File: config.mk
export PLATFORM = sky130hd
export DESIGN_NAME = uart_tx_engine
export DESIGN_NICKNAME = d
export VERILOG_FILES = /design/src/rtl/uart_pkg.sv /design/src/rtl/uart_baud_cnt.sv /design/src/rtl/uart_tx_engine.sv
export SDC_FILE = /design/constraint.sdc
export NUM_CORES = 1
export LEC_CHECK = 0
export CAP_MARGIN = 10
export CORE_ASPECT_RATIO = 0.6
export CORE_MARGIN = 1
export CORE_UTILIZATION = 55
export CTS_CLUSTER_SIZE = 16
export DETAILED_ROUTE_END_ITERATION = 6
export GPL_TIMING_DRIVEN = 0
export HOLD_SLACK_MARGIN = 0.15
export PLACE_DENSITY = 0.8
export SYNTH_ARGS = -nofsm -noshare
export SYNTH_HDL_FRONTEND = slang
export SYNTH_SLANG_ARGS = --single-unit
File: constraint.sdc
create_clock -name clk -period 2.55 [get_ports clk]
set_input_delay 0.3825 -clock clk [delete_from_list [all_inputs] [get_ports clk]]
set_output_delay 0.3825 -clock clk [all_outputs]
set_load 0.1 [all_outputs]
File: src/rtl/uart_pkg.sv
// Shared UART definitions: TX state encoding, word-length and parity-mode
// constants, and helpers for the TX serializer and the RX deserializer.
package uart_pkg;

  typedef logic [2:0] tx_state_t;

  localparam tx_state_t ST_IDLE   = 3'd0;
  localparam tx_state_t ST_POP    = 3'd1;
  localparam tx_state_t ST_LOAD   = 3'd2;
  localparam tx_state_t ST_START  = 3'd3;
  localparam tx_state_t ST_DATA   = 3'd4;
  localparam tx_state_t ST_PARITY = 3'd5;
  localparam tx_state_t ST_STOP   = 3'd6;

  localparam logic [1:0] WLEN_5 = 2'b00;
  localparam logic [1:0] WLEN_6 = 2'b01;
  localparam logic [1:0] WLEN_7 = 2'b10;
  localparam logic [1:0] WLEN_8 = 2'b11;

  localparam logic PAR_EVEN = 1'b0;
  localparam logic PAR_ODD  = 1'b1;

  // Bits of the byte that actually go on the line for a given word length.
  function automatic logic [7:0] wlen_mask(input logic [1:0] wlen);
    case (wlen)
      WLEN_5:  return 8'h1F;
      WLEN_6:  return 8'h3F;
      WLEN_7:  return 8'h7F;
      default: return 8'hFF;
    endcase
  endfunction

endpackage

File: src/rtl/uart_baud_cnt.sv
// Loadable bit-period down-counter; tick marks the last cycle of each
// period of div+1 clocks.
module uart_baud_cnt #(
  parameter int DIV_W = 16
) (
  input  logic             clk,
  input  logic             rst_n,
  input  logic             load,
  input  logic [DIV_W-1:0] div,
  output logic             tick
);

  logic [DIV_W-1:0] cnt_reg;

  always_ff @(posedge clk or negedge rst_n) begin
    if (!rst_n) begin
      cnt_reg <= '0;
    end else if (load || (cnt_reg == '0)) begin
      cnt_reg <= div;
    end else begin
      cnt_reg <= cnt_reg - DIV_W'(1);
    end
  end

  assign tick = !load && (cnt_reg == '0);

endmodule

File: src/rtl/uart_tx_engine.sv
// UART transmit serializer: pops a byte from the TX FIFO and sends start,
// 5-8 data bits LSB-first, optional parity and 1 or 2 stop bits.
module uart_tx_engine
  import uart_pkg::*;
#(
  parameter int DIV_W = 16
) (
  input  logic             clk,
  input  logic             rst_n,
  input  logic             tx_en,
  input  logic [DIV_W-1:0] baud_div,
  input  logic [1:0]       cfg_wlen,
  input  logic             cfg_par_en,
  input  logic             cfg_par_odd,
  input  logic             cfg_stop2,
  input  logic             fifo_empty,
  input  logic [7:0]       fifo_rdata,
  output logic             fifo_pop,
  output logic             tx,
  output logic             busy,
  output logic             frame_done
);

  tx_state_t        state_reg;
  logic [7:0]       shift_reg;
  logic [2:0]       bit_cnt_reg;
  logic             stop_cnt_reg;
  logic [DIV_W-1:0] div_reg;
  logic [1:0]       wlen_reg;
  logic             par_en_reg;
  logic             stop2_reg;
  logic             par_bit_reg;
  logic             tx_reg;
  logic             done_reg;

  logic             load;
  logic [DIV_W-1:0] div_sel;
  logic             tick;
  logic [2:0]       last_bit;

  // The counter loads in the same cycle the divisor is latched, so feed it
  // the live value during LOAD.
  assign load     = (state_reg == ST_LOAD);
  assign div_sel  = load ? baud_div : div_reg;
  assign last_bit = {1'b0, wlen_reg} + 3'd4;

  uart_baud_cnt #(.DIV_W(DIV_W)) u_baud_cnt (
    .clk   (clk),
    .rst_n (rst_n),
    .load  (load),
    .div   (div_sel),
    .tick  (tick)
  );

  always_ff @(posedge clk or negedge rst_n) begin
    if (!rst_n) begin
      state_reg    <= ST_IDLE;
      shift_reg    <= '0;
      bit_cnt_reg  <= '0;
      stop_cnt_reg <= 1'b0;
      div_reg      <= '0;
      wlen_reg     <= WLEN_5;
      par_en_reg   <= 1'b0;
      stop2_reg    <= 1'b0;
      par_bit_reg  <= 1'b0;
      tx_reg       <= 1'b1;
      done_reg     <= 1'b0;
    end else begin
      done_reg <= 1'b0;
      case (state_reg)
        ST_IDLE: begin
          if (tx_en && !fifo_empty) state_reg <= ST_POP;
        end
        ST_POP: state_reg <= ST_LOAD;
        ST_LOAD: begin
          shift_reg    <= fifo_rdata;
          div_reg      <= baud_div;
          wlen_reg     <= cfg_wlen;
          par_en_reg   <= cfg_par_en;
          stop2_reg    <= cfg_stop2;
          par_bit_reg  <= (^(fifo_rdata & wlen_mask(cfg_wlen))) ^ (cfg_par_odd == PAR_ODD);
          bit_cnt_reg  <= '0;
          stop_cnt_reg <= 1'b0;
          tx_reg       <= 1'b0;
          state_reg    <= ST_START;
        end
        ST_START: begin
          if (tick) begin
            tx_reg    <= shift_reg[0];
            state_reg <= ST_DATA;
          end
        end
        ST_DATA: begin
          if (tick) begin
            if (bit_cnt_reg == last_bit) begin
              tx_reg    <= par_en_reg ? par_bit_reg : 1'b1;
              state_reg <= par_en_reg ? ST_PARITY : ST_STOP;
            end else begin
              shift_reg   <= shift_reg >> 1;
              tx_reg      <= shift_reg[1];
              bit_cnt_reg <= bit_cnt_reg + 3'd1;
            end
          end
        end
        ST_PARITY: begin
          if (tick) begin
            tx_reg    <= 1'b1;
            state_reg <= ST_STOP;
          end
        end
        ST_STOP: begin
          if (tick) begin
            if (stop2_reg && !stop_cnt_reg) begin
              stop_cnt_reg <= 1'b1;
            end else begin
              done_reg  <= 1'b1;
              state_reg <= ST_IDLE;
            end
          end
        end
        default: begin
          tx_reg    <= 1'b1;
          state_reg <= ST_IDLE;
        end
      endcase
    end
  end

  assign fifo_pop   = (state_reg == ST_POP);
  assign busy       = (state_reg != ST_IDLE);
  assign tx         = tx_reg;
  assign frame_done = done_reg;

endmodule

[After elaboration in Yosys (flattened, before gate mapping)]
Cells that the tools add are included.
Operators by class
  add/subtract/negate cells: 3
  multipliers: 0
  divide/modulo/power cells: 0
  order comparisons: 0
  equal/unequal tests: 18
  shifts and indexed selects: 0
  multiplexer cells: 31
  bitwise logic cells: 3
  reduce and logical (&&, ||, !) cells: 19
Operators with widths (number)
  $mux 16: 2
  $mux 3: 9
  $mux 8: 3
  $pmux 8 s3: 1
  $pmux 3 s7: 1
  $ne 2x2->1 const B: 9
  $logic_not 16->1: 1
  $pmux 8 s2: 1
  $sub 16x1->16 const B: 1
  $mux 1: 10
  $eq 3x3->1 const B: 3
  $and 8x8->8: 1
  $reduce_xor 8->1: 1
  $reduce_and 7->1: 1
  $eq 3x2->1 const B: 2
  $pmux 3 s2: 1
  $reduce_and 3->1: 2
  $pmux 1 s5: 1
  $reduce_and 4->1: 1
  $reduce_bool 2->1: 2
  $add 2x3->3 const B: 1
  $add 3x1->3 const B: 1
  $eq 3x1->1 const B: 1
  $eq 3x3->1: 1
  13 further kinds: 17
Word-level totals
  bits in registers: 54
  latch bits: 0
  memory bits (writable): 0
  bits in read-only memories: 0
  bits of input ports: 33
  output and inout bits: 4
  word-level logic and storage cells: 86
  memories kept: 0

[Logic depth before layout (Yosys ltp)]
Gate-level depths: netlist of the first run.
  depth after elaboration: 6
  mapped depth: 8
  gate-level depth less buffers: 7

[By module]
A second synthesis of the first run with hierarchy kept.
Unflattened totals
  cell total of the unflattened synthesis: 295
  area total of the unflattened synthesis: 2837.7 um^2
Modules (own cells, without submodules)
  uart_tx_engine: times used 1, cells each 203, area an instance 1911.8 um^2, seq. area each 952.2 um^2
  uart_baud_cnt: times used 1, cells each 92, area an instance 925.9 um^2, seq. area each 400.4 um^2

[Worst setup path before layout of the first run]
Ideal clock, no wire load.
  path type: reg2out
  start point: reg state_reg[2]
  end point: out fifo_pop
  arrival time: 2.641 ns
  required time: 2.168 ns
  path slack: -0.473 ns
  stages on the path, launching flop included: 3
  cells stage by stage: dfrtp_1 -> clkbuf_1 -> nor3_1
Between the ends
  longest elaborated chain between the ends: 1
Ends and longest elaborated chain
  start: declaration: line uart_tx_engine.sv:24  | tx_state_t state_reg;
  start signal: assignment: line uart_tx_engine.sv:97  | state_reg <= par_en_reg ? ST_PARITY : ST_STOP;
  $eq 3x1->1: line uart_tx_engine.sv:129  | assign fifo_pop = (state_reg == ST_POP);
  end: declaration: line uart_tx_engine.sv:18  | output logic fifo_pop,
No other way between the ends.

[Final worst setup path of the first run]
Same ends and word-level chain as after synthesis.

==> reports/metrics.cfg, run 1 <==
[detailed_routing]
wl_per_cell_um = 14.6
ant_nets = 0
vias = 2188
routed_wl_mm = 5.82
first_pass_iters = 4
drt_iter0_drc = 97
drc_errors = 0
via_per_inst = 5.50

[logic_synthesis]
synth_enable_flop_cells = 0
ys_async_sr_fraction = 1.00
yosysMostFrequentCell = nand2_1
synth.largest_area_cell = dfrtp_1
synth_ff_type = dfrtp_1
ys_seq_elements = 54
syn_avg_cell_area_um2 = 9.54
yosysSeqAreaShare = 0.491
syn_nets = 324
yosysWarnings = 0
synth.top_cells.by_count = nand2_1 (73), dfrtp_1 (53), nor2_1 (25)
synthCells = 289
synth.area.top_cells = dfrtp_1 (48%), nand2_1 (9.9%), xnor2_1 (4.8%)
synth_area_mm2 = 0.00276
ys_types = 51
synth_top_area_share = 0.481

[timing]
hold_viol_final = 0
fin_crit_ps = 2440
setup_ws_ps = 111
finalCritPeriodShare = 0.956
finClkSkew_ps = 3.11
setup_viol = 0
rsz0062_at_grt = false
worst_pin_slew_ps = 957
fmax_mhz = 410
drv_slew = 0
slew-limit-headroom = 0.360

[hold_path]
hp-class = reg2reg

[placed_design]
hpwl_mm = 4.24
dp_slack_ps = 170
globalplace.congestion = 0.839
io_buffer_count = 36
post_dp_cell_area_mm2 = 0.00322
dp_cells = 389

[cells_and_area]
multi_input_area_mm2 = 0.00129
regArea_mm2 = 0.00135
area_growth_pct = 20.4
final_cells = 398
fillers = 384
n_antenna_cell = 0
design_area_mm2 = 0.00332
fin_nets = 369
fin_util = 0.709
drive_gt1_frac = 0.119

[clocking]
clock-root-buffer = clkbuf_8
htreeDepth = 2
insertion_delay_ps = 300
cts_tree = built
post_cts_buffers = 0
cts_buffers = 5
cts.clk_slew.worst_paths_ps = 90
clock_sinks = 54
clock_path_buffers = 2

[global_route]
grtUsageTotal = 0.254
grt_start_max_net_pins = 29
antenna_found_initial = 0
grt_overflow = 0
grt_pass1_wl_mm = 10.2
grt_pass1_vias = 2114

[power]
p_leak_uw = 0.00146
peakVddDrop_mv = 0.527
power_density_mw_per_mm2 = 988
p_total_uw = 3280

[die]
die_y_um = 56.8
num_io_pins = 37
start_util = 0.589
core_area_mm2 = 0.00468
dieArea_mm2 = 0.00531
chipWidth_um = 93.4
num_rows = 19

[worst_setup_path]
worstPathMaxFanout = 10
startpoint_type = flop
critical_path_class = reg2out
required_ps = 2170
arrival_ps = 2060
cp-end-kind = primary output

[outcome]
status = complete, no violations

[job]
maxCapViolCount = 0

[where the power goes]
group / switching [uW] / leakage, uW / internal [uW]
Combinational: 685 / 0.000776 / 581
Clock: 271 / 0.0000482 / 220
Sequential: 278 / 0.000639 / 1240
[cells in the final DEF (no fill, tap or decap), drive strengths merged, types with 2 or more instances in the layout]
cell type	count
xnor2	15
inv	12
dfrtp	53
nor3b	2
or3	2
dlygate4sd2	2
ha	2
nand2b	2
nor4	6
buf	10
o22ai	8
xor2	9
clkbuf	10
a31oi	7
nand2	73
nor2	25
mux2	11
nor3	6
a21oi	6
clkdlybuf4s50	33
nand3	7
o21ai	9
[layout make-up]
cell class,count,area share
Sequential cell,54,0.407
Timing Repair Buffer,38,0.115
Clock inverter,1,0.00151
Clock buffer,7,0.0260
Multi-Input combinational cell,212,0.388
Inverter,12,0.0136
Tap cell,63,0.0237
Buffer,11,0.0245
[logic make-up after synthesis]
group / Yosys count / share of synthesized area
fa+ha+maj: 2 / 0.00908
flops: 54 / 0.491
xor+xnor: 24 / 0.0763
simple gates: 133 / 0.231
buf+inv: 23 / 0.0458
compound gates: 41 / 0.0990
mux: 12 / 0.0486
[final timing paths]
path,slack [ps],startpoint,endpoint,depth (start not counted)
max in group asynchronous,1340,rst_n,u_baud_cnt.cnt_reg[0]$_DFF_PN0_,3
hold reg to reg,480,div_reg[9]$_DFF_PN0_,div_reg[9]$_DFF_PN0_,2
setup reg to reg,290,u_baud_cnt.cnt_reg[0]$_DFF_PN0_,u_baud_cnt.cnt_reg[0]$_DFF_PN0_,7
setup / recovery,110,state_reg[2]$_DFFE_PN0P_,fifo_pop,3
hold / removal,480,div_reg[9]$_DFF_PN0_,div_reg[9]$_DFF_PN0_,2
min in group asynchronous,640,rst_n,shift_reg[6]$_DFFE_PN0P_,2
[routing by layer]
layer | share of wire | routed length [um] | up-vias | global-route usage
li1 | - | - | 1072 | -
met1 | 0.51 | 2980 | 1055 | 0.394
met2 | 0.43 | 2490 | 56 | 0.361
met3 | 0.053 | 306 | 5 | 0.0528
met4 | 0.0079 | 46 | 0 | 0.0637
met5 | 0 | 0 | - | 0
[critical path, stage by stage, from the launching register on]
cell	delay (ps)
dfrtp_1	460
clkbuf_1	260
nor3_2	150
dlygate4sd2_1	870
[stage by stage]
stage,setup TNS (ps),hold slack (ps)
2_1_floorplan,0,86.9
3_3_place_gp,-25810,452
3_5_place_dp,0,449
4_1_cts,0,480
5_1_grt,0,492
6_report,0,481
[timing repair]
item,CTS,global route
endpoints found under the setup margin,2,2
hold buffers,1,0
hold endpoints to repair,26,0
resized for setup,2,1
pin swaps,0,0
Power figures use the tool's default switching activity.
==> inputs of run 2 (changes only) <==
--- a/config.mk
+++ b/config.mk
@@ -6,14 +6,17 @@
 export NUM_CORES = 1
 export LEC_CHECK = 0
 export CAP_MARGIN = 10
+export CELL_PAD_IN_SITES_DETAIL_PLACEMENT = 1
+export CELL_PAD_IN_SITES_GLOBAL_PLACEMENT = 2
 export CORE_ASPECT_RATIO = 0.6
 export CORE_MARGIN = 1
-export CORE_UTILIZATION = 55
+export CORE_UTILIZATION = 34
 export CTS_CLUSTER_SIZE = 16
 export DETAILED_ROUTE_END_ITERATION = 6
 export GPL_TIMING_DRIVEN = 0
 export HOLD_SLACK_MARGIN = 0.15
-export PLACE_DENSITY = 0.8
+export PLACE_DENSITY_LB_ADDON = 0.1
 export SYNTH_ARGS = -nofsm -noshare
 export SYNTH_HDL_FRONTEND = slang
+export SYNTH_HIERARCHICAL = 1
 export SYNTH_SLANG_ARGS = --single-unit
==> reports/metrics.cfg, run 2 <==
[power]
p_total_uw = 4090  ; was 3280 uW
p_comb_frac = 0.454  ; was 0.386
clkPwrFrac = 0.171  ; was 0.150
p_switching_uw = 1670  ; was 1230 uW
swShare = 0.407  ; was 0.376
power_density_mw_per_mm2 = 1100  ; was 988 mW/mm2
peakVddDrop_mv = 0.331  ; was 0.527 mV
p_leak_uw = 0.00159  ; was 0.00146 uW
seqPwrFrac = 0.375  ; was 0.464
cell_internal_pwr_uw = 2430  ; was 2050 uW

[timing]
slew-limit-headroom = 0.360  ; about the same
finalCritPeriodShare = 0.956  ; about the same
finClkSkew_ps = 2.73  ; was 3.11 ps
fin_crit_ps = 2440  ; about the same
setup_ws_ps = 112  ; was 111 ps
drv_slew = 0  ; unchanged
setup_viol = 0  ; unchanged
fmax_mhz = 410  ; about the same
hold_viol_final = 0  ; unchanged
worst_pin_slew_ps = 956  ; was 957 ps

[clocking]
clock_path_buffers = 2  ; unchanged
insertion_delay_ps = 290  ; was 300 ps
htreeDepth = 2  ; unchanged
clock_sinks = 54  ; unchanged
cts_buffers = 5  ; unchanged
clock-root-buffer = clkbuf_16  ; was clkbuf_8
cts_tree = built  ; unchanged
cts.clk_slew.worst_paths_ps = 70  ; was 90 ps

[detailed_routing]
drt_iter0_drc = 119  ; was 97
ant_nets = 0  ; unchanged
first_pass_iters = 4  ; unchanged
wl_per_cell_um = 15.7  ; was 14.6 um
via_per_inst = 4.95  ; was 5.50
drc_errors = 0  ; unchanged
vias = 2302  ; was 2188
routed_wl_mm = 7.31  ; was 5.82 mm

[worst_setup_path]
arrival_ps = 2620  ; was 2060 ps
rrSetupSlack_ps = 110  ; was 290 ps
critical_path_class = reg2reg  ; was reg2out
required_ps = 2730  ; was 2170 ps
startpoint_type = flop  ; unchanged
cp-end-kind = flop  ; was primary output
worstPathMaxFanout = 6  ; was 10

[die]
num_rows = 25  ; was 19
chipWidth_um = 120  ; was 93.4 um
core_area_mm2 = 0.00798  ; was 0.00468 mm2
start_util = 0.356  ; was 0.589
dieArea_mm2 = 0.00873  ; was 0.00531 mm2
die_y_um = 72.8  ; was 56.8 um
num_io_pins = 37  ; unchanged

[job]
maxCapViolCount = 0  ; unchanged

[cells_and_area]
final_common_cell = nand2_1  ; unchanged
n_antenna_cell = 0  ; unchanged
final_cell_mix = nand2_1 (68), dfrtp_1 (52), clkdlybuf4s50_1 (33), nor2_1 (29), buf_4 (18)  ; was nand2_1 (73), dfrtp_1 (53), clkdlybuf4s50_1 (33), nor2_1 (25), xnor2_1 (15)
area_growth_pct = 30.8  ; was 20.4%
fin_util = 0.465  ; was 0.709
fin_nets = 391  ; was 369
final_cells = 465  ; was 398
drive_gt1_frac = 0.190  ; was 0.119

[logic_synthesis]
yosysSeqAreaShare = 0.477  ; was 0.491
synth.top_cells.by_count = nand2_1 (68), dfrtp_1 (53), nor2_1 (29)  ; was nand2_1 (73), dfrtp_1 (53), nor2_1 (25)
synth_area_mm2 = 0.00284  ; was 0.00276 mm2
synth_enable_flop_cells = 0  ; unchanged
yosysWarnings = 6  ; was 0
ys_seq_elements = 54  ; unchanged
ys_types = 60  ; was 51
synth_top_area_share = 0.467  ; was 0.481
ys_async_sr_fraction = 1.00  ; unchanged
syn_nets = 330  ; was 324
synthCells = 295  ; was 289
yosysMostFrequentCell = nand2_1  ; unchanged
syn_avg_cell_area_um2 = 9.62  ; was 9.54 um2
synth_ff_type = dfrtp_1  ; unchanged
synth.largest_area_cell = dfrtp_1  ; unchanged
synth.area.top_cells = dfrtp_1 (47%), nand2_1 (9.0%), xnor2_1 (4.3%)  ; was dfrtp_1 (48%), nand2_1 (9.9%), xnor2_1 (4.8%)

[global_route]
grt_pass1_vias = 2318  ; was 2114
gr-usage-met1 = 0.288  ; was 0.394
grt_start_max_net_pins = 29  ; unchanged
grt_pass1_wl_mm = 12.3  ; was 10.2 mm
met3_usage = 0.0328  ; was 0.0528
use_met2 = 0.257  ; was 0.361
grtUsageTotal = 0.184  ; was 0.254
busiest_layer = met1  ; unchanged
antenna_found_initial = 0  ; unchanged
grt_overflow = 0  ; unchanged

[hold_path]
hp-class = reg2reg  ; unchanged

[placed_design]
globalplace.congestion = 0.781  ; was 0.839
hpwl_mm = 5.29  ; was 4.24 mm
dp_cells = 440  ; was 389
dp_slack_ps = -500  ; was 170 ps
io_buffer_count = 36  ; unchanged

[outcome]
status = complete, no violations  ; unchanged

-- run 2: cell families after synthesis --
logic type / count (synthesis) / synth area share
fa+ha+maj: 2 / 0.00882
mux: 5 / 0.0203
compound gates: 49 / 0.125
xor+xnor: 21 / 0.0697
simple gates: 138 / 0.254
buf+inv: 26 / 0.0463
flops: 54 / 0.477
-- run 2: final cells by class --
class	count	area, um2
clock buffer	6	139
tap	108	135
inverter	11	46.3
timing repair buffer	54	505
multi-input combinational	215	1400
buffer	15	119
sequential	54	1350
clock inverter	2	12.5
fill	917	4260
-- run 2: through the flow --
stage,area (um2),setup TNS [ps],hold WS [ps]
6_report,3710,0,475
5_1_grt,3710,-24.4,500
4_1_cts,3620,0,479
3_5_place_dp,3370,-4120,453
3_3_place_gp,3350,-42690,454
2_1_floorplan,2860,0,86.9
-- run 2: path summary, 6_finish.rpt --
path | start | cells past startpoint | endpoint
max reg2reg | u_baud_cnt/cnt_reg[1]$_DFF_PN0_ | 11 | state_reg[0]$_DFFE_PN0P_
min | div_reg[13]$_DFF_PN0_ | 2 | div_reg[13]$_DFF_PN0_
max | u_baud_cnt/cnt_reg[1]$_DFF_PN0_ | 11 | state_reg[0]$_DFFE_PN0P_
min in group asynchronous | rst_n | 2 | frame_done$_DFF_PN0_
max in group asynchronous | rst_n | 3 | div_reg[15]$_DFF_PN0_
min reg2reg | div_reg[13]$_DFF_PN0_ | 2 | div_reg[13]$_DFF_PN0_
-- run 2: timing repair --
item                                    4_1_cts  5_1_grt
hold buffers                                  1        0
hold endpoints to repair                     25        0
gates resized for setup                      12        5
endpoints found under the setup margin       15        8
setup buffers                                 7        9
pin swaps                                     1        3
-- run 2: power by group through the flow --
stage / registers, uW / clock network, uW / logic [uW]
3_3_place_gp: 1510 / 0 / 1650
2_1_floorplan: 1460 / 0 / 1260
6_report: 1530 / 700 / 1860
4_1_cts: 1520 / 725 / 1780
3_5_place_dp: 1530 / 0 / 1690
5_1_grt: 1590 / 757 / 2060
-- run 2: layer usage --
metal / wire length [um] / part of all wire
met2: 2800 / 0.38
met1: 4230 / 0.58
met4: 61 / 0.0083
met3: 219 / 0.030
met5: 0 / 0
-- run 2: worst max-delay path, cell delays in order, from the launching register on --
cell       delay (ps)
dfrtp_1           400
inv_1             120
ha_4              160
nor3b_4           190
and2_1            150
buf_4             150
nand2_1            60
nor2_1            110
clkbuf_8          170
inv_1              80
a2111oi_4         370
mux2_2            370
